### config.mk
export PLATFORM = sky130hd
export DESIGN_NAME = io_busbridge
export DESIGN_NICKNAME = d
export VERILOG_FILES = /design/src/rtl/io_busbridge_pkg.sv /design/src/rtl/io_irqbank.sv /design/src/rtl/io_busbridge.sv
export SDC_FILE = /design/constraint.sdc
export NUM_CORES = 1
export LEC_CHECK = 0
export BUFFER_PORTS_ARGS = -buffer_cell sky130_fd_sc_hd__buf_2
export CAP_MARGIN = 15
export CORE_AREA = 2 2 270 272
export CTS_CLUSTER_DIAMETER = 40
export DETAILED_ROUTE_END_ITERATION = 6
export DIE_AREA = 0 0 272 274
export GPL_TIMING_DRIVEN = 0
export PLACE_DENSITY = 0.4
export SETUP_SLACK_MARGIN = 0.05
export SKIP_LAST_GASP = 1
export SYNTH_ARGS = -nofsm -noshare
export SYNTH_HDL_FRONTEND = slang
export SYNTH_SLANG_ARGS = --single-unit
export TNS_END_PERCENT = 10
### constraint.sdc
create_clock -name clk_i -period 6.7 [get_ports clk_i]
set_input_delay 0.335 -clock clk_i [delete_from_list [all_inputs] [get_ports clk_i]]
set_output_delay 0.335 -clock clk_i [all_outputs]
set_load 0.05 [all_outputs]
### src/rtl/io_busbridge_pkg.sv
// Shared types and constants for the I/O bus bridge and its local interrupt bank.
package io_busbridge_pkg;

    typedef enum logic [1:0] {
        ST_IDLE,
        ST_BUSY,
        ST_DONE,
        ST_ERR
    } state_e;

    localparam logic [1:0]  REG_RAW     = 2'd0;
    localparam logic [1:0]  REG_ENABLE  = 2'd1;
    localparam logic [1:0]  REG_PENDING = 2'd2;
    localparam logic [1:0]  REG_TOADDR  = 2'd3;

    localparam logic [31:0] ERR_RDATA   = 32'h0;
    localparam int unsigned CHAN_LOCAL  = 0;
    localparam int unsigned CNT_W       = 16;

    function automatic logic [31:0] byte_mask(input logic [3:0] sel);
        return {{8{sel[3]}}, {8{sel[2]}}, {8{sel[1]}}, {8{sel[0]}}};
    endfunction

endpackage

### src/rtl/io_irqbank.sv
// Channel-0 local register bank: raw/enable/pending interrupt registers,
// last-timeout address capture, and the aggregated interrupt output.
module io_irqbank
    import io_busbridge_pkg::*;
#(
    parameter int unsigned NIRQ = 8,
    parameter int unsigned ADRW = 17
) (
    input  logic            clk_i,
    input  logic            rst_i,
    input  logic            acc_i,
    input  logic            we_i,
    input  logic [1:0]      off_i,
    input  logic [NIRQ-1:0] wr_data_i,
    input  logic [NIRQ-1:0] wr_mask_i,
    input  logic            to_set_i,
    input  logic [ADRW-1:0] to_addr_i,
    input  logic [NIRQ-1:0] irq_i,
    output logic [31:0]     rdata_o,
    output logic            irq_o
);

    logic [NIRQ-1:0] irq_prev_q;
    logic [NIRQ-1:0] enable_q, enable_d;
    logic [NIRQ-1:0] pending_q, pending_d;
    logic [NIRQ-1:0] clr;
    logic [ADRW-1:0] toaddr_q;
    logic            irq_q;
    logic            wr_en, wr_clr;

    always_comb begin
        wr_en     = acc_i && we_i && (off_i == REG_ENABLE);
        wr_clr    = acc_i && we_i && (off_i == REG_PENDING);
        enable_d  = wr_en ? ((enable_q & ~wr_mask_i) | (wr_data_i & wr_mask_i)) : enable_q;
        clr       = wr_clr ? (wr_data_i & wr_mask_i) : '0;
        // New rising edges are OR-ed in after the clear so a coincident edge survives.
        pending_d = (pending_q & ~clr) | (irq_i & ~irq_prev_q);
    end

    always_comb begin
        rdata_o = '0;
        case (off_i)
            REG_RAW:     rdata_o = 32'(irq_i);
            REG_ENABLE:  rdata_o = 32'(enable_q);
            REG_PENDING: rdata_o = 32'(pending_q);
            REG_TOADDR:  rdata_o = 32'(toaddr_q);
            default:     rdata_o = '0;
        endcase
    end

    always_ff @(posedge clk_i or negedge rst_i) begin
        if (!rst_i) begin
            irq_prev_q <= '0;
            enable_q   <= '0;
            pending_q  <= '0;
            toaddr_q   <= '0;
            irq_q      <= 1'b0;
        end else begin
            irq_prev_q <= irq_i;
            enable_q   <= enable_d;
            pending_q  <= pending_d;
            irq_q      <= |(pending_q & enable_q);
            if (to_set_i) begin
                toaddr_q <= to_addr_i;
            end
        end
    end

    assign irq_o = irq_q;

endmodule

### src/rtl/io_busbridge.sv
// Wishbone I/O bridge: selector decode, one registered transaction per request,
// timeout-protected downstream access, local interrupt bank on channel 0.
module io_busbridge
    import io_busbridge_pkg::*;
#(
    parameter int unsigned NCHAN   = 16,
    parameter int unsigned SELLO   = 12,
    parameter int unsigned SELW    = 4,
    parameter int unsigned ADRW    = 17,
    parameter int unsigned TIMEOUT = 255,
    parameter int unsigned NIRQ    = 8
) (
    input  logic                clk_i,
    input  logic                rst_i,
    input  logic                cyc_i,
    input  logic                stb_i,
    input  logic                we_i,
    input  logic [ADRW-1:0]     adr_i,
    input  logic [3:0]          sel_i,
    input  logic [31:0]         dat_i,
    output logic [31:0]         dat_o,
    output logic                ack_o,
    output logic                err_o,
    output logic                m_cyc_o,
    output logic [NCHAN-1:0]    m_stb_o,
    output logic                m_we_o,
    output logic [3:0]          m_sel_o,
    output logic [ADRW-1:0]     m_adr_o,
    output logic [31:0]         m_dat_o,
    input  logic [NCHAN*32-1:0] m_dat_i,
    input  logic [NCHAN-1:0]    m_ack_i,
    input  logic [NIRQ-1:0]     irq_i,
    output logic                irq_o
);

    state_e           state_q, state_d;
    logic [SELW-1:0]  chan_q;
    logic [CNT_W-1:0] cnt_q;
    logic             m_we_q;
    logic [3:0]       m_sel_q;
    logic [ADRW-1:0]  m_adr_q;
    logic [31:0]      m_dat_q;
    logic [31:0]      dat_q;

    logic             req, unmapped, local_ch, ch_ack, to_hit;
    logic [31:0]      ch_rdata, loc_rdata;

    assign req      = cyc_i && stb_i;
    assign unmapped = 32'(adr_i[SELLO +: SELW]) >= 32'(NCHAN);
    assign local_ch = (chan_q == SELW'(CHAN_LOCAL));

    always_comb begin
        ch_rdata = '0;
        ch_ack   = 1'b0;
        for (int unsigned k = 0; k < NCHAN; k++) begin
            if (chan_q == SELW'(k)) begin
                ch_rdata = m_dat_i[32*k +: 32];
                ch_ack   = m_ack_i[k];
            end
        end
    end

    always_ff @(posedge clk_i or negedge rst_i) begin
        if (!rst_i) state_q <= ST_IDLE;
        else        state_q <= state_d;
    end

    always_comb begin
        state_d = state_q;
        to_hit  = 1'b0;
        case (state_q)
            ST_IDLE: if (req) state_d = unmapped ? ST_ERR : ST_BUSY;
            ST_BUSY: begin
                if (local_ch || ch_ack) begin
                    state_d = ST_DONE;
                end else if (cnt_q == CNT_W'(TIMEOUT - 1)) begin
                    state_d = ST_ERR;
                    to_hit  = 1'b1;
                end
            end
            ST_DONE: state_d = ST_IDLE;
            ST_ERR:  state_d = ST_IDLE;
            default: state_d = ST_IDLE;
        endcase
    end

    always_comb begin
        ack_o   = (state_q == ST_DONE);
        err_o   = (state_q == ST_ERR);
        m_cyc_o = (state_q == ST_BUSY) && !local_ch;
        m_stb_o = '0;
        for (int unsigned k = 0; k < NCHAN; k++) begin
            m_stb_o[k] = m_cyc_o && (chan_q == SELW'(k));
        end
    end

    always_ff @(posedge clk_i or negedge rst_i) begin
        if (!rst_i) begin
            chan_q  <= '0;
            cnt_q   <= '0;
            m_we_q  <= 1'b0;
            m_sel_q <= '0;
            m_adr_q <= '0;
            m_dat_q <= '0;
            dat_q   <= '0;
        end else begin
            case (state_q)
                ST_IDLE: if (req) begin
                    chan_q  <= adr_i[SELLO +: SELW];
                    cnt_q   <= '0;
                    m_we_q  <= we_i;
                    m_sel_q <= sel_i;
                    m_adr_q <= adr_i;
                    m_dat_q <= dat_i;
                    if (unmapped && !we_i) dat_q <= ERR_RDATA;
                end
                ST_BUSY: begin
                    cnt_q <= cnt_q + CNT_W'(1);
                    if (!m_we_q) begin
                        if (state_d == ST_DONE)     dat_q <= local_ch ? loc_rdata : ch_rdata;
                        else if (state_d == ST_ERR) dat_q <= ERR_RDATA;
                    end
                end
                default: ;
            endcase
        end
    end

    assign dat_o   = dat_q;
    assign m_we_o  = m_we_q;
    assign m_sel_o = m_sel_q;
    assign m_adr_o = m_adr_q;
    assign m_dat_o = m_dat_q;

    io_irqbank #(
        .NIRQ (NIRQ),
        .ADRW (ADRW)
    ) u_irqbank (
        .clk_i     (clk_i),
        .rst_i     (rst_i),
        .acc_i     ((state_q == ST_BUSY) && local_ch),
        .we_i      (m_we_q),
        .off_i     (m_adr_q[3:2]),
        .wr_data_i (m_dat_q[NIRQ-1:0]),
        .wr_mask_i (NIRQ'(byte_mask(m_sel_q))),
        .to_set_i  (to_hit),
        .to_addr_i (m_adr_q),
        .irq_i     (irq_i),
        .rdata_o   (loc_rdata),
        .irq_o     (irq_o)
    );

endmodule

==> impl_results.html, run 1 <==
<table>
<tr><th>Metric</th><th>Value</th></tr>
<tr><th colspan="2">Setup path</th></tr>
<tr><td>Reg2reg start</td><td>m_adr_o[15]$_DFFE_PN0P_</td></tr>
<tr><td>WP data arrival</td><td>4430 ps</td></tr>
<tr><td>Worst endpoint required time</td><td>6360 ps</td></tr>
<tr><td>Crit end category</td><td>primary output</td></tr>
<tr><td>Setup crit end</td><td>m_stb_o[15]</td></tr>
<tr><td>Highest-delay cell along the critical path</td><td>clkbuf_1</td></tr>
<tr><td>Critical path's most frequent cell</td><td>buf_2</td></tr>
<tr><td>Biggest cell delay along the critical path</td><td>740 ps</td></tr>
<tr><td>End of the worst register-to-register path</td><td>dat_o[14]$_DFFE_PN0P_</td></tr>
<tr><td>Cell-by-cell trace of the critical path</td><td>clkbuf_2 &gt; buf_6 &gt; buf_2 &gt; and2_0 &gt; clkbuf_1 &gt; nand2_1 &gt; nor2_1 &gt; buf_2</td></tr>
<tr><td>Critical path origin</td><td>chan_q[2]$_DFFE_PN0P_</td></tr>
<tr><td>Kind of launch point of the worst setup path</td><td>flop</td></tr>
<tr><td>R2R setup slack</td><td>1940 ps</td></tr>
<tr><td>Cell count of the worst reg-to-reg path</td><td>9</td></tr>
<tr><td>Critical Path Fanout Max</td><td>10</td></tr>
<tr><td>Critical path class</td><td>flop to primary output</td></tr>
<tr><th colspan="2">Worst hold path</th></tr>
<tr><td>Classification of the worst-slack hold path</td><td>input pin to flop</td></tr>
<tr><th colspan="2">STA</th></tr>
<tr><td>Max-slew violation count</td><td>0</td></tr>
<tr><td>RSZ-0062 raised after global routing</td><td>no</td></tr>
<tr><td>Slew margin rel.</td><td>14.5%</td></tr>
<tr><td>TNS Setup</td><td>0 ps</td></tr>
<tr><td>Slew at the pin closest to its max-slew limit</td><td>1280 ps</td></tr>
<tr><td>Top achievable clock speed</td><td>0.210 GHz</td></tr>
<tr><td>Count of endpoints failing setup in the final report</td><td>0</td></tr>
<tr><td>Post-Route Skew</td><td>21.2 ps</td></tr>
<tr><td>Final Cycle Share</td><td>71.1%</td></tr>
<tr><td>Final number of hold-violating endpoints</td><td>0</td></tr>
<tr><td>Minimum clock period</td><td>4760 ps</td></tr>
<tr><th colspan="2">Cells and area</th></tr>
<tr><td>Fraction of layout instances using a drive strength above 1</td><td>42.1%</td></tr>
<tr><td>Fillers</td><td>8206</td></tr>
<tr><td>Area overhead of the layout relative to synthesis</td><td>51.7%</td></tr>
<tr><td>Number of nets in the final layout</td><td>2604</td></tr>
<tr><td>Cell area after layout</td><td>16500 um^2</td></tr>
<tr><th colspan="2">GRT</th></tr>
<tr><td>Pin count of the biggest net entering global routing</td><td>107</td></tr>
<tr><td>Initial antenna violation count</td><td>55</td></tr>
<tr><td>Total routing resource utilization after global routing</td><td>27.3%</td></tr>
<tr><td>Grt total ovfl</td><td>0</td></tr>
<tr><td>Via count of the first global-routing pass</td><td>14.7k</td></tr>
<tr><td>Global-route wire length before repair</td><td>136000 um</td></tr>
<tr><th colspan="2">Clock tree</th></tr>
<tr><td>CTS tree</td><td>yes</td></tr>
<tr><td>Clock transition at the register clock pins on the worst setup and hold paths after CTS</td><td>70 ps</td></tr>
<tr><td>Insertion delay to the later sink of the worst-skew pair</td><td>490 ps</td></tr>
<tr><td>Largest buffer count on any clock path</td><td>2</td></tr>
<tr><td>Number of H-tree branching levels</td><td>4</td></tr>
<tr><td>Count of buffers added by post-CTS timing repair for setup</td><td>0</td></tr>
<tr><td>Number of sinks driven by the clock tree</td><td>146</td></tr>
<tr><td>Total CTS buffers</td><td>17</td></tr>
<tr><td>CTS root buf</td><td>clkbuf_16</td></tr>
<tr><th colspan="2">Floorplanning</th></tr>
<tr><td>Chip width</td><td>272 um</td></tr>
<tr><td>Ports</td><td>700</td></tr>
<tr><td>Core Footprint</td><td>72000 um^2</td></tr>
<tr><td>Number of core rows</td><td>99</td></tr>
<tr><td>Overall die height</td><td>274 um</td></tr>
<tr><td>Die area</td><td>74500 um^2</td></tr>
<tr><td>Initial Util</td><td>15.1%</td></tr>
<tr><th colspan="2">Synthesis</th></tr>
<tr><td>Proportion of synthesized flip-flops having asynchronous set or reset</td><td>100%</td></tr>
<tr><td>Area of the mapped netlist</td><td>10800 um^2</td></tr>
<tr><td>Cell types occupying the most area after synthesis</td><td>dfrtp_1 (34%), nand2_1 (8.2%), mux2_2 (5.8%)</td></tr>
<tr><td>Post-synthesis cell count</td><td>1290</td></tr>
<tr><td>Number of enable flip-flop cells after synthesis</td><td>0</td></tr>
<tr><td>Area share of the leading cell type in the synthesized netlist</td><td>33.7%</td></tr>
<tr><td>Net count after synthesis</td><td>1886</td></tr>
<tr><td>Yosys top cell by area</td><td>dfrtp_1</td></tr>
<tr><td>Most instantiated flip-flop cell in the synthesis netlist</td><td>dfrtp_1</td></tr>
<tr><td>Synthesized flop and latch total</td><td>146</td></tr>
<tr><td>Unique masters post-synth</td><td>73</td></tr>
<tr><td>Count of yosys warnings during synthesis</td><td>0</td></tr>
<tr><td>Register area share after synthesis</td><td>33.7%</td></tr>
<tr><td>Mean instance size in the synthesized netlist</td><td>8.41 um^2</td></tr>
<tr><th colspan="2">Place</th></tr>
<tr><td>Placer congestion estimate</td><td>0.957</td></tr>
<tr><td>HPWL Detailed</td><td>85300 um</td></tr>
<tr><td>Instance area after placement</td><td>15500 um^2</td></tr>
<tr><td>Port buffer count</td><td>666</td></tr>
<tr><th colspan="2">Routing</th></tr>
<tr><td>Count of antenna-violating nets left after detailed routing</td><td>0</td></tr>
<tr><td>Number of violations reported at the end of detailed-routing iteration 0</td><td>1233</td></tr>
<tr><td>DRC Markers</td><td>1</td></tr>
<tr><td>Post-detailed-route wirelength per cell</td><td>35.3 um</td></tr>
<tr><td>Pre-antenna DRT Iters</td><td>7</td></tr>
<tr><td>Total Wirelength</td><td>106000 um</td></tr>
<tr><td>Via-per-instance ratio</td><td>4.97</td></tr>
<tr><td>Count of vias placed by the detailed router</td><td>14.9k</td></tr>
<tr><th colspan="2">Outcome</th></tr>
<tr><td>Outcome</td><td>finished, violations left</td></tr>
<tr><td>Violated checks</td><td>DRC</td></tr>
<tr><th colspan="2">Power</th></tr>
<tr><td>Leakage</td><td>7.78 nW</td></tr>
<tr><td>Power density of the placed cells</td><td>539 nW/um^2</td></tr>
<tr><td>Worst IR Drop VDD</td><td>247 uV</td></tr>
<tr><th colspan="2">Flow run</th></tr>
<tr><td>Count of max-cap constraint violations</td><td>0</td></tr>
</table>
[worst min-delay path by stage]
stage                                start                                end  slack [ps]  cells after the start
global placement    m_sel_o[3]$_DFFE_PN0P_             m_sel_o[3]$_DFFE_PN0P_         460                      2
CTS                              dat_i[13]            m_dat_o[13]$_DFFE_PN0P_         0.1                      3
finish                           adr_i[11]            m_adr_o[11]$_DFFE_PN0P_          50                      3
floorplan                            rst_i                          async pin          40                      0
detailed placement                   rst_i  u_irqbank.toaddr_q[5]$_DFFE_PN0P_         260                      1
global route                     dat_i[26]            m_dat_o[26]$_DFFE_PN0P_          30                      3
[cell usage after synthesis (4+ instances only)]
cell / number
nand2_1: 236
dfrtp_1: 146
o21ai_0: 92
a21oi_1: 80
nor2_1: 76
clkbuf_1: 74
mux2_2: 56
mux2i_1: 42
nor3_1: 38
o22ai_1: 38
a22o_1: 34
buf_2: 32
a22oi_1: 28
mux4_2: 23
nand3_1: 21
inv_1: 19
a31oi_1: 18
o221ai_1: 18
a221oi_1: 17
buf_1: 13
nor2b_1: 13
a32o_1: 11
mux2_4: 10
a211oi_1: 9
nand2b_1: 9
o2bb2ai_1: 9
a32oi_1: 8
and3_1: 8
nand4_1: 8
o211ai_1: 8
o21a_1: 7
and2_1: 6
o31ai_1: 6
a222oi_1: 5
or2_2: 5
a21o_1: 4
and3b_1: 4
o22a_1: 4
[timing repair]
action / CTS / global route
gates resized for setup: 0 / 0
hold buffers: 23 / 0
endpoints found under the hold margin: 62 / 0
[registers in the layout, indices dropped and copies added, names as in the netlist, 3 cells and up, named ones only]
name / flops
u_irqbank.pending_q: 8
m_dat_o: 32
cnt_q: 16
m_adr_o: 14
chan_q: 3
m_sel_o: 4
u_irqbank.toaddr_q: 17
u_irqbank.irq_prev_q: 8
dat_o: 32
[metrics by stage]
stage | cells | power (mW) | hold slack, ps | utilization [%] | worst slack (ps)
2_1_floorplan | 1290 | 4.64 | 39.4 | - | 3440
3_3_place_gp | 2915 | 7.66 | 456 | 21.4 | 1920
3_5_place_dp | 2924 | 7.74 | 263 | 21.6 | 1900
4_1_cts | 2979 | 8.87 | 0.139 | 22.8 | 1890
5_1_grt | 2990 | 9.17 | 29.7 | 22.9 | 1840
6_report | 2996 | 8.87 | 46.3 | 22.9 | 1940
[cell usage in the layout, fill, tap and decap left out, drive strengths merged, types with 4 or more instances in the layout]
cell,Yosys,layout
a22oi,28,28
a31oi,18,18
dfrtp,146,146
a211oi,9,9
dlygate4sd3,0,23
o221ai,18,18
o22a,4,4
mux4,23,23
nor3,38,38
and2,7,7
and3,8,8
or2,5,5
a221oi,18,18
a21oi,81,81
o22ai,38,38
nand4,8,8
a22o,34,34
buf,50,726
inv,20,28
diode,0,16
a21o,4,4
nor2b,13,13
nand2,236,236
o211ai,8,8
a222oi,5,5
mux2i,42,42
clkbuf,75,93
mux2,66,66
o21ai,93,93
a32oi,8,8
o31ai,6,6
nor3b,4,4
o21a,7,7
nand3,21,21
nand2b,9,9
a32o,11,11
clkinv,1,5
and3b,4,4
nor2,76,76
o2bb2ai,9,9
[cells by family (layout without fill, tap and decap cells)]
| group | after synthesis | count (layout) | share of synthesized area, % |
|---|---|---|---|
| DFF | 146 | 146 | 33.7 |
| AOI/OAI and AO/OA | 423 | 423 | 26.5 |
| adders and majority gates | 2 | 2 | 0.231 |
| and+or+nand+nor | 441 | 441 | 17.9 |
| other | 1 | 17 | 0.0346 |
| buffers and inverters | 146 | 877 | 5.82 |
| muxes | 131 | 131 | 15.8 |
[final cells by class]
| type | count | area, um^2 | area share, % |
|---|---|---|---|
| diodes | 16 | 40.0 | 0.243 |
| plain buffers | 125 | 554 | 3.37 |
| clock buffers | 18 | 439 | 2.67 |
| clock inverters | 14 | 188 | 1.14 |
| inverters | 21 | 78.8 | 0.479 |
| multi-input cells | 998 | 6570 | 39.9 |
| flip-flops and latches | 146 | 3650 | 22.2 |
| well taps | 959 | 1200 | 7.29 |
| repair buffers | 699 | 3740 | 22.7 |
[power by group]
group / switching (mW) / internal (mW) / total [mW]
Combinational: 4.80 / 1.65 / 6.45
Clock: 0.484 / 0.578 / 1.06
Sequential: 0.218 / 1.14 / 1.36
Total: 5.50 / 3.37 / 8.87
[per-layer routing]
metal | share of wire [%] | GRT usage (%)
met3 | 8.9 | 8.81
met4 | 3.9 | 11.5
met2 | 47 | 44.7
met5 | 0.28 | 0
met1 | 40 | 32.9
[critical path, delay by kind of cell (launching register included)]
| family | cells | cell delay (ps) |
|---|---|---|
| buffers and inverters | 5 | 2040 |
| flip-flops | 1 | 340 |
| AND/OR/NAND/NOR | 3 | 1560 |
Note: power is estimated with default switching activity, not from simulation.
==> run 2, diff against run 1 <==
CORE_AREA = 2 2 271 273   (was 2 2 270 272)
DIE_AREA = 0 0 273 275   (was 0 0 272 274)
PLACE_DENSITY = 0.41   (was 0.4)
clock period = 4.15 ns   (was 6.7 ns; I/O delays follow)
==> impl_results.html, run 2 (synthesis results as in run 1) <==
<table>
<tr><th>Metric</th><th>Value</th></tr>
<tr><th colspan="2">Clock tree</th></tr>
<tr><td>Number of sinks driven by the clock tree</td><td>146 (unchanged)</td></tr>
<tr><td>Largest buffer count on any clock path</td><td>2 (unchanged)</td></tr>
<tr><td>CTS root buf</td><td>clkbuf_16</td></tr>
<tr><td>Insertion delay to the later sink of the worst-skew pair</td><td>490 ps (about the same)</td></tr>
<tr><td>Count of buffers added by post-CTS timing repair for setup</td><td>0 (unchanged)</td></tr>
<tr><td>CTS tree</td><td>yes</td></tr>
<tr><td>Total CTS buffers</td><td>17 (unchanged)</td></tr>
<tr><td>Number of H-tree branching levels</td><td>4 (unchanged)</td></tr>
<tr><td>Clock transition at the register clock pins on the worst setup and hold paths after CTS</td><td>70 ps (about the same)</td></tr>
<tr><th colspan="2">Routing</th></tr>
<tr><td>DRC Markers</td><td>1 (unchanged)</td></tr>
<tr><td>Number of violations reported at the end of detailed-routing iteration 0</td><td>1582 (+28%)</td></tr>
<tr><td>Post-detailed-route wirelength per cell</td><td>35.2 um (-0.27%)</td></tr>
<tr><td>Total Wirelength</td><td>107000 um (+1.5%)</td></tr>
<tr><td>Count of vias placed by the detailed router</td><td>15.1k (+1.2%)</td></tr>
<tr><td>Pre-antenna DRT Iters</td><td>7 (unchanged)</td></tr>
<tr><td>Count of antenna-violating nets left after detailed routing</td><td>0 (unchanged)</td></tr>
<tr><td>Via-per-instance ratio</td><td>4.94 (-0.56%)</td></tr>
<tr><th colspan="2">Setup path</th></tr>
<tr><td>Highest-delay cell along the critical path</td><td>o31ai_1</td></tr>
<tr><td>Crit end category</td><td>flop</td></tr>
<tr><td>Critical path's most frequent cell</td><td>buf_2</td></tr>
<tr><td>Setup crit end</td><td>dat_o[6]$_DFFE_PN0P_</td></tr>
<tr><td>End of the worst register-to-register path</td><td>dat_o[6]$_DFFE_PN0P_</td></tr>
<tr><td>Critical path class</td><td>flop to flop</td></tr>
<tr><td>R2R setup slack</td><td>-100 ps (-2040 ps)</td></tr>
<tr><td>WP data arrival</td><td>4670 ps (+240 ps)</td></tr>
<tr><td>Reg2reg start</td><td>chan_q[0]$_DFFE_PN0P_</td></tr>
<tr><td>Critical path origin</td><td>chan_q[0]$_DFFE_PN0P_</td></tr>
<tr><td>Critical Path Fanout Max</td><td>10 (unchanged)</td></tr>
<tr><td>Cell count of the worst reg-to-reg path</td><td>9 (unchanged)</td></tr>
<tr><td>Kind of launch point of the worst setup path</td><td>flop</td></tr>
<tr><td>Biggest cell delay along the critical path</td><td>890 ps (+150 ps)</td></tr>
<tr><td>Worst endpoint required time</td><td>4570 ps (-1790 ps)</td></tr>
<tr><td>Cell-by-cell trace of the critical path</td><td>buf_6 &gt; buf_2 &gt; buf_2 &gt; buf_2 &gt; buf_2 &gt; buf_2 &gt; a21oi_1 &gt; o31ai_1 &gt; a32o_1</td></tr>
<tr><th colspan="2">Cells and area</th></tr>
<tr><td>Number of nets in the final layout</td><td>2650 (+1.8%)</td></tr>
<tr><td>Fraction of layout instances using a drive strength above 1</td><td>41.8% (-0.26 points)</td></tr>
<tr><td>Area overhead of the layout relative to synthesis</td><td>56.9%</td></tr>
<tr><td>Commonest cells after routing, fill and taps aside</td><td>buf_2 (698), nand2_1 (234), dfrtp_1 (146)</td></tr>
<tr><td>Fillers</td><td>8225 (+0.23%)</td></tr>
<tr><td>Leading cell type in the layout, fill and taps excluded</td><td>buf_2</td></tr>
<tr><td>Post-route non-filler standard cell count</td><td>3049 (+1.8%)</td></tr>
<tr><th colspan="2">STA</th></tr>
<tr><td>Fin Hold WS</td><td>55.4 ps (+9.08 ps)</td></tr>
<tr><td>Top achievable clock speed</td><td>0.235 GHz</td></tr>
<tr><td>Max-slew violation count</td><td>0 (unchanged)</td></tr>
<tr><td>Final number of hold-violating endpoints</td><td>0 (unchanged)</td></tr>
<tr><td>RSZ-0062 raised after global routing</td><td>yes</td></tr>
<tr><td>Minimum clock period</td><td>4250 ps</td></tr>
<tr><td>Slew margin rel.</td><td>14.1% (-0.50 points)</td></tr>
<tr><td>Final Cycle Share</td><td>102%</td></tr>
<tr><td>Count of endpoints failing setup in the final report</td><td>4 (+4)</td></tr>
<tr><td>Slew at the pin closest to its max-slew limit</td><td>1290 ps (+7.48 ps)</td></tr>
<tr><td>Min setup slack post-route</td><td>-103 ps (-2040 ps)</td></tr>
<tr><td>Post-Route Skew</td><td>20.4 ps (-0.811 ps)</td></tr>
<tr><th colspan="2">Power</th></tr>
<tr><td>Power density of the placed cells</td><td>863 nW/um^2 (+60%)</td></tr>
<tr><td>Share of total power in the clock network</td><td>11.9% (about the same)</td></tr>
<tr><td>Worst IR Drop VDD</td><td>598 uV (+140%)</td></tr>
<tr><td>Sequential group share of total power</td><td>15.1% (-0.2 points)</td></tr>
<tr><td>Internal power summed over all cells</td><td>5.62 mW (+67%)</td></tr>
<tr><td>Switching power of the nets</td><td>9.06 mW (+65%)</td></tr>
<tr><td>Switching share of power</td><td>61.7% (-0.25 points)</td></tr>
<tr><td>Leakage</td><td>8.01 nW (+2.9%)</td></tr>
<tr><td>Gate power share</td><td>72.9% (+0.2 points)</td></tr>
<tr><th colspan="2">Place</th></tr>
<tr><td>HPWL Detailed</td><td>86800 um (+1.8%)</td></tr>
<tr><td>Placer congestion estimate</td><td>0.947 (-1.0%)</td></tr>
<tr><td>Cell count after placement</td><td>2929 (+0.17%)</td></tr>
<tr><td>Port buffer count</td><td>666 (unchanged)</td></tr>
<tr><th colspan="2">Floorplanning</th></tr>
<tr><td>Overall die height</td><td>275 um (+0.36%)</td></tr>
<tr><td>Die area</td><td>75100 um^2 (+0.73%)</td></tr>
<tr><td>Ports</td><td>700 (unchanged)</td></tr>
<tr><td>Core Footprint</td><td>72300 um^2 (+0.52%)</td></tr>
<tr><td>Number of core rows</td><td>99 (unchanged)</td></tr>
<tr><td>Initial Util</td><td>15.0% (-0.077 points)</td></tr>
<tr><td>Chip width</td><td>273 um (+0.37%)</td></tr>
<tr><th colspan="2">GRT</th></tr>
<tr><td>Initial antenna violation count</td><td>49 (-11%)</td></tr>
<tr><td>Total routing resource utilization after global routing</td><td>27.6% (+0.25 points)</td></tr>
<tr><td>Via count of the first global-routing pass</td><td>15.0k (+2.0%)</td></tr>
<tr><td>Global-route wire length before repair</td><td>137000 um (+1.0%)</td></tr>
<tr><td>Pin count of the biggest net entering global routing</td><td>76 (-29%)</td></tr>
<tr><td>Grt total ovfl</td><td>0 (unchanged)</td></tr>
<tr><th colspan="2">Worst hold path</th></tr>
<tr><td>Worst hold path stage count</td><td>3 (unchanged)</td></tr>
<tr><td>Classification of the worst-slack hold path</td><td>input pin to flop</td></tr>
<tr><th colspan="2">Outcome</th></tr>
<tr><td>Outcome</td><td>finished, violations left</td></tr>
<tr><td>Violated checks</td><td>DRC, setup timing</td></tr>
<tr><th colspan="2">Flow run</th></tr>
<tr><td>Count of max-cap constraint violations</td><td>0 (unchanged)</td></tr>
</table>
-- run 2: worst max-delay path: cells and delay by family (launching register included) --
family / cells / cell delay (ps)
buffers and inverters: 6 / 2380
AO/OA/AOI/OAI: 3 / 1410
flip-flops: 1 / 370
-- run 2: cell type report --
class	count	area [um^2]	share of cell area, %
repair buffers	745	4250	25.0
well taps	959	1200	7.05
plain buffers	125	572	3.36
clock buffers	20	457	2.68
inverters	21	82.6	0.485
multi-input cells	998	6590	38.7
clock inverters	12	165	0.970
flip-flops and latches	146	3650	21.5
diodes	23	57.6	0.338
-- run 2: worst min-delay path by stage --
| stage | start | end |
|---|---|---|
| finish | m_dat_i[483] | dat_o[3]$_DFFE_PN0P_ |
| global route | m_dat_i[483] | dat_o[3]$_DFFE_PN0P_ |
| CTS | m_dat_i[483] | dat_o[3]$_DFFE_PN0P_ |
| detailed placement | rst_i | m_adr_o[0]$_DFFE_PN0P_ |
| global placement | irq_i[7] | u_irqbank.irq_prev_q[7]$_DFF_PN0_ |
| floorplan | rst_i | async pin |
-- run 2: stage by stage --
step / setup WS, ps / power, mW / utilization (%) / TNS, ps / instance area (um^2)
after floorplan: 1020 / 7.49 / - / 0 / 10800
after global placement: -829 / 12.5 / 21.3 / -11450 / 15400
after detailed placement: -637 / 12.7 / 21.6 / -2860 / 15600
after CTS: -112 / 14.6 / 23.4 / -625 / 16900
after global routing: -127 / 15.1 / 23.5 / -1500 / 17000
final: -103 / 14.7 / 23.5 / -175 / 17000
-- run 2: per-layer routing --
| layer | share of wire, % | up-vias | GRT usage (%) |
|---|---|---|---|
| met5 | 0.18 | - | 0 |
| met4 | 3.9 | 28 | 11.9 |
| met3 | 8.2 | 212 | 7.24 |
| met2 | 47 | 979 | 45.2 |
| met1 | 41 | 7464 | 34.1 |
| li1 | - | 6381 | - |
-- run 2: what timing repair did --
item | CTS | global route
endpoints found under the setup margin | 24 | 28
hold buffers | 63 | 0
gates resized for setup | 5 | 13
endpoints found under the hold margin | 141 | 0
-- run 2: power by group through the flow --
stage	Sequential [mW]	Combinational, mW	Clock [mW]
finish	2.22	10.7	1.75
global route	2.27	11.0	1.87
CTS	2.22	10.6	1.81
detailed placement	2.24	10.5	0
global placement	2.24	10.3	0
floorplan	3.44	4.04	0
==> run 3, diff against run 2 <==
CORE_AREA = 4 4 273 275   (was 2 2 271 273)
DIE_AREA = 0 0 277 279   (was 0 0 273 275)
SKIP_LAST_GASP = default   (was 1)
==> impl_results.html, run 3 (synthesis results as in run 1) <==
<table>
<tr><th>Metric</th><th>Value</th></tr>
<tr><th colspan="2">Routing</th></tr>
<tr><td>DRC Markers</td><td>0 (-1)</td></tr>
<tr><td>Total Wirelength</td><td>109000 um (+1.3%)</td></tr>
<tr><td>Via-per-instance ratio</td><td>4.98 (+0.82%)</td></tr>
<tr><td>Number of violations reported at the end of detailed-routing iteration 0</td><td>1552 (-1.9%)</td></tr>
<tr><td>Pre-antenna DRT Iters</td><td>6 (-1)</td></tr>
<tr><td>Count of vias placed by the detailed router</td><td>15.2k (+0.86%)</td></tr>
<tr><td>Count of antenna-violating nets left after detailed routing</td><td>0 (unchanged)</td></tr>
<tr><td>Post-detailed-route wirelength per cell</td><td>35.7 um (+1.3%)</td></tr>
<tr><th colspan="2">STA</th></tr>
<tr><td>Post-Route Skew</td><td>14.4 ps (-5.98 ps)</td></tr>
<tr><td>Max-slew violation count</td><td>0 (unchanged)</td></tr>
<tr><td>Minimum clock period</td><td>4220 ps (-28.8 ps)</td></tr>
<tr><td>Count of endpoints failing setup in the final report</td><td>1 (-3)</td></tr>
<tr><td>TNS Setup</td><td>-74.5 ps (+101 ps)</td></tr>
<tr><td>Slew margin rel.</td><td>12.6% (-1.4 points)</td></tr>
<tr><td>Min setup slack post-route</td><td>-74.5 ps (+28.8 ps)</td></tr>
<tr><td>Slew at the pin closest to its max-slew limit</td><td>1310 ps (+21.7 ps)</td></tr>
<tr><td>RSZ-0062 raised after global routing</td><td>yes</td></tr>
<tr><td>Top achievable clock speed</td><td>0.237 GHz (+0.68%)</td></tr>
<tr><td>Final Cycle Share</td><td>102% (-0.69 points)</td></tr>
<tr><td>Final number of hold-violating endpoints</td><td>0 (unchanged)</td></tr>
<tr><th colspan="2">GRT</th></tr>
<tr><td>Via count of the first global-routing pass</td><td>15.6k (+3.6%)</td></tr>
<tr><td>Pin count of the biggest net entering global routing</td><td>88 (+16%)</td></tr>
<tr><td>Global-route wire length before repair</td><td>142000 um (+3.5%)</td></tr>
<tr><td>Initial antenna violation count</td><td>52 (+6.1%)</td></tr>
<tr><td>Grt total ovfl</td><td>0 (unchanged)</td></tr>
<tr><td>Total routing resource utilization after global routing</td><td>27.0% (-0.53 points)</td></tr>
<tr><th colspan="2">Cells and area</th></tr>
<tr><td>Area overhead of the layout relative to synthesis</td><td>57.3%</td></tr>
<tr><td>Post-route non-filler standard cell count</td><td>3050 (+0.033%)</td></tr>
<tr><td>Finished Core Util</td><td>23.6% (+0.059 points)</td></tr>
<tr><td>Fraction of layout instances using a drive strength above 1</td><td>42.2% (+0.39 points)</td></tr>
<tr><td>Leading cell type in the layout, fill and taps excluded</td><td>buf_2</td></tr>
<tr><td>Commonest cells after routing, fill and taps aside</td><td>buf_2 (698), nand2_1 (235), dfrtp_1 (146)</td></tr>
<tr><td>Number of nets in the final layout</td><td>2650 (unchanged)</td></tr>
<tr><th colspan="2">Clock tree</th></tr>
<tr><td>Clock transition at the register clock pins on the worst setup and hold paths after CTS</td><td>70 ps (about the same)</td></tr>
<tr><td>CTS root buf</td><td>clkbuf_16</td></tr>
<tr><td>Number of H-tree branching levels</td><td>4 (unchanged)</td></tr>
<tr><td>CTS tree</td><td>yes</td></tr>
<tr><td>Largest buffer count on any clock path</td><td>2 (unchanged)</td></tr>
<tr><td>Insertion delay to the later sink of the worst-skew pair</td><td>480 ps (about the same)</td></tr>
<tr><td>Number of sinks driven by the clock tree</td><td>146 (unchanged)</td></tr>
<tr><td>Total CTS buffers</td><td>17 (unchanged)</td></tr>
<tr><th colspan="2">Floorplanning</th></tr>
<tr><td>Initial Util</td><td>15.0% (unchanged)</td></tr>
<tr><td>Core Footprint</td><td>72300 um^2 (unchanged)</td></tr>
<tr><td>Chip width</td><td>277 um (+1.5%)</td></tr>
<tr><td>Ports</td><td>700 (unchanged)</td></tr>
<tr><td>Overall die height</td><td>279 um (+1.5%)</td></tr>
<tr><td>Number of core rows</td><td>99 (unchanged)</td></tr>
<tr><td>Die area</td><td>77300 um^2 (+2.9%)</td></tr>
<tr><th colspan="2">Setup path</th></tr>
<tr><td>R2R setup slack</td><td>-70 ps (+30 ps)</td></tr>
<tr><td>Critical path origin</td><td>chan_q[1]$_DFFE_PN0P_</td></tr>
<tr><td>Kind of launch point of the worst setup path</td><td>flop</td></tr>
<tr><td>WP data arrival</td><td>4600 ps (-70 ps)</td></tr>
<tr><td>Reg2reg start</td><td>chan_q[1]$_DFFE_PN0P_</td></tr>
<tr><td>Crit end category</td><td>flop</td></tr>
<tr><td>Critical path class</td><td>flop to flop</td></tr>
<tr><td>End of the worst register-to-register path</td><td>dat_o[7]$_DFFE_PN0P_</td></tr>
<tr><td>Cell count of the worst reg-to-reg path</td><td>9 (unchanged)</td></tr>
<tr><td>Critical Path Fanout Max</td><td>10 (unchanged)</td></tr>
<tr><td>Setup crit end</td><td>dat_o[7]$_DFFE_PN0P_</td></tr>
<tr><td>Worst endpoint required time</td><td>4520 ps (-50 ps)</td></tr>
<tr><th colspan="2">Worst hold path</th></tr>
<tr><td>Worst hold path stage count</td><td>3 (unchanged)</td></tr>
<tr><td>Classification of the worst-slack hold path</td><td>input pin to flop</td></tr>
<tr><td>Hold Path Origin</td><td>m_dat_i[483]</td></tr>
<tr><th colspan="2">Place</th></tr>
<tr><td>HPWL Detailed</td><td>88400 um (+1.8%)</td></tr>
<tr><td>Post-Place Setup Slack</td><td>-694 ps (-56.9 ps)</td></tr>
<tr><td>Cell count after placement</td><td>2930 (+0.034%)</td></tr>
<tr><td>Placer congestion estimate</td><td>0.927 (-2.2%)</td></tr>
<tr><td>Port buffer count</td><td>666 (unchanged)</td></tr>
<tr><th colspan="2">Outcome</th></tr>
<tr><td>Outcome</td><td>finished, violations left</td></tr>
<tr><td>Violated checks</td><td>setup timing</td></tr>
<tr><th colspan="2">Power</th></tr>
<tr><td>Worst IR Drop VDD</td><td>389 uV (-35%)</td></tr>
<tr><td>Leakage</td><td>8.04 nW (+0.41%)</td></tr>
<tr><td>Power density of the placed cells</td><td>867 nW/um^2 (+0.50%)</td></tr>
<tr><th colspan="2">Flow run</th></tr>
<tr><td>Count of max-cap constraint violations</td><td>0 (unchanged)</td></tr>
</table>
[run 3: cell count changes in the layout (fill, tap and decap cells not counted), sizes merged]
cell and change:
buf -2, inv -1, bufinv +2, clkbuf -2
clkinv +3, clkinvlp -2, diode +1, clkdlybuf4s15 +2
[run 3: power breakdown]
group	switching, mW	total [mW]	leakage (nW)	internal, mW
clock network	0.747	1.83	0.318	1.08
logic	7.98	10.8	5.87	2.78
registers	0.361	2.21	1.85	1.85
total	9.09	14.8	8.04	5.71
[run 3: final cells by class]
class | instances | area (um^2)
fill | 8136 | 55300
multi-input combinational | 998 | 6600
timing repair buffer | 745 | 4230
sequential | 146 | 3650
tap | 959 | 1200
buffer | 125 | 587
clock buffer | 18 | 429
clock inverter | 14 | 226
inverter | 21 | 82.6
antenna | 24 | 60.1
[run 3: worst max-delay path, cell delays in order, from the launching register on]
cell	delay (ps)
dfrtp_1	350
buf_2	220
buf_2	260
buf_2	490
buf_2	660
clkbuf_1	910
o22ai_1	160
o31ai_1	640
a21oi_1	180
a22o_1	220
[run 3: per-stage QoR]
stage                     area [um^2]  total power [mW]  hold slack (ps)
after global placement          15400              12.6              345
after CTS                       17000              14.7             16.0
after global routing            17000              15.3             42.7
after floorplan                 10800              7.49            -88.1
after detailed placement        15600              12.7              206
final                           17100              14.8             54.6
[run 3: layer usage]
| layer | global-route usage, % | vias to the layer above | wire length [um] |
|---|---|---|---|
| li1 | - | 6395 | - |
| met1 | 33.3 | 7504 | 44300 |
| met2 | 44.8 | 1059 | 50500 |
| met3 | 7.67 | 209 | 9500 |
| met4 | 10.9 | 26 | 4420 |
| met5 | 0 | - | 159 |
[run 3: repair_timing]
item | CTS | global route
endpoints found under the setup margin | 23 | 9
gates resized for setup | 14 | 10
hold buffers | 63 | 0
hold endpoints to repair | 129 | 0
setup buffers | 0 | 0
[run 3: worst min path at each step]
stage / to
after global routing: dat_o[3]$_DFFE_PN0P_
after CTS: dat_o[3]$_DFFE_PN0P_
after global placement: u_irqbank.irq_prev_q[4]$_DFF_PN0_
after floorplan: async pin
final: dat_o[3]$_DFFE_PN0P_
after detailed placement: m_adr_o[1]$_DFFE_PN0P_
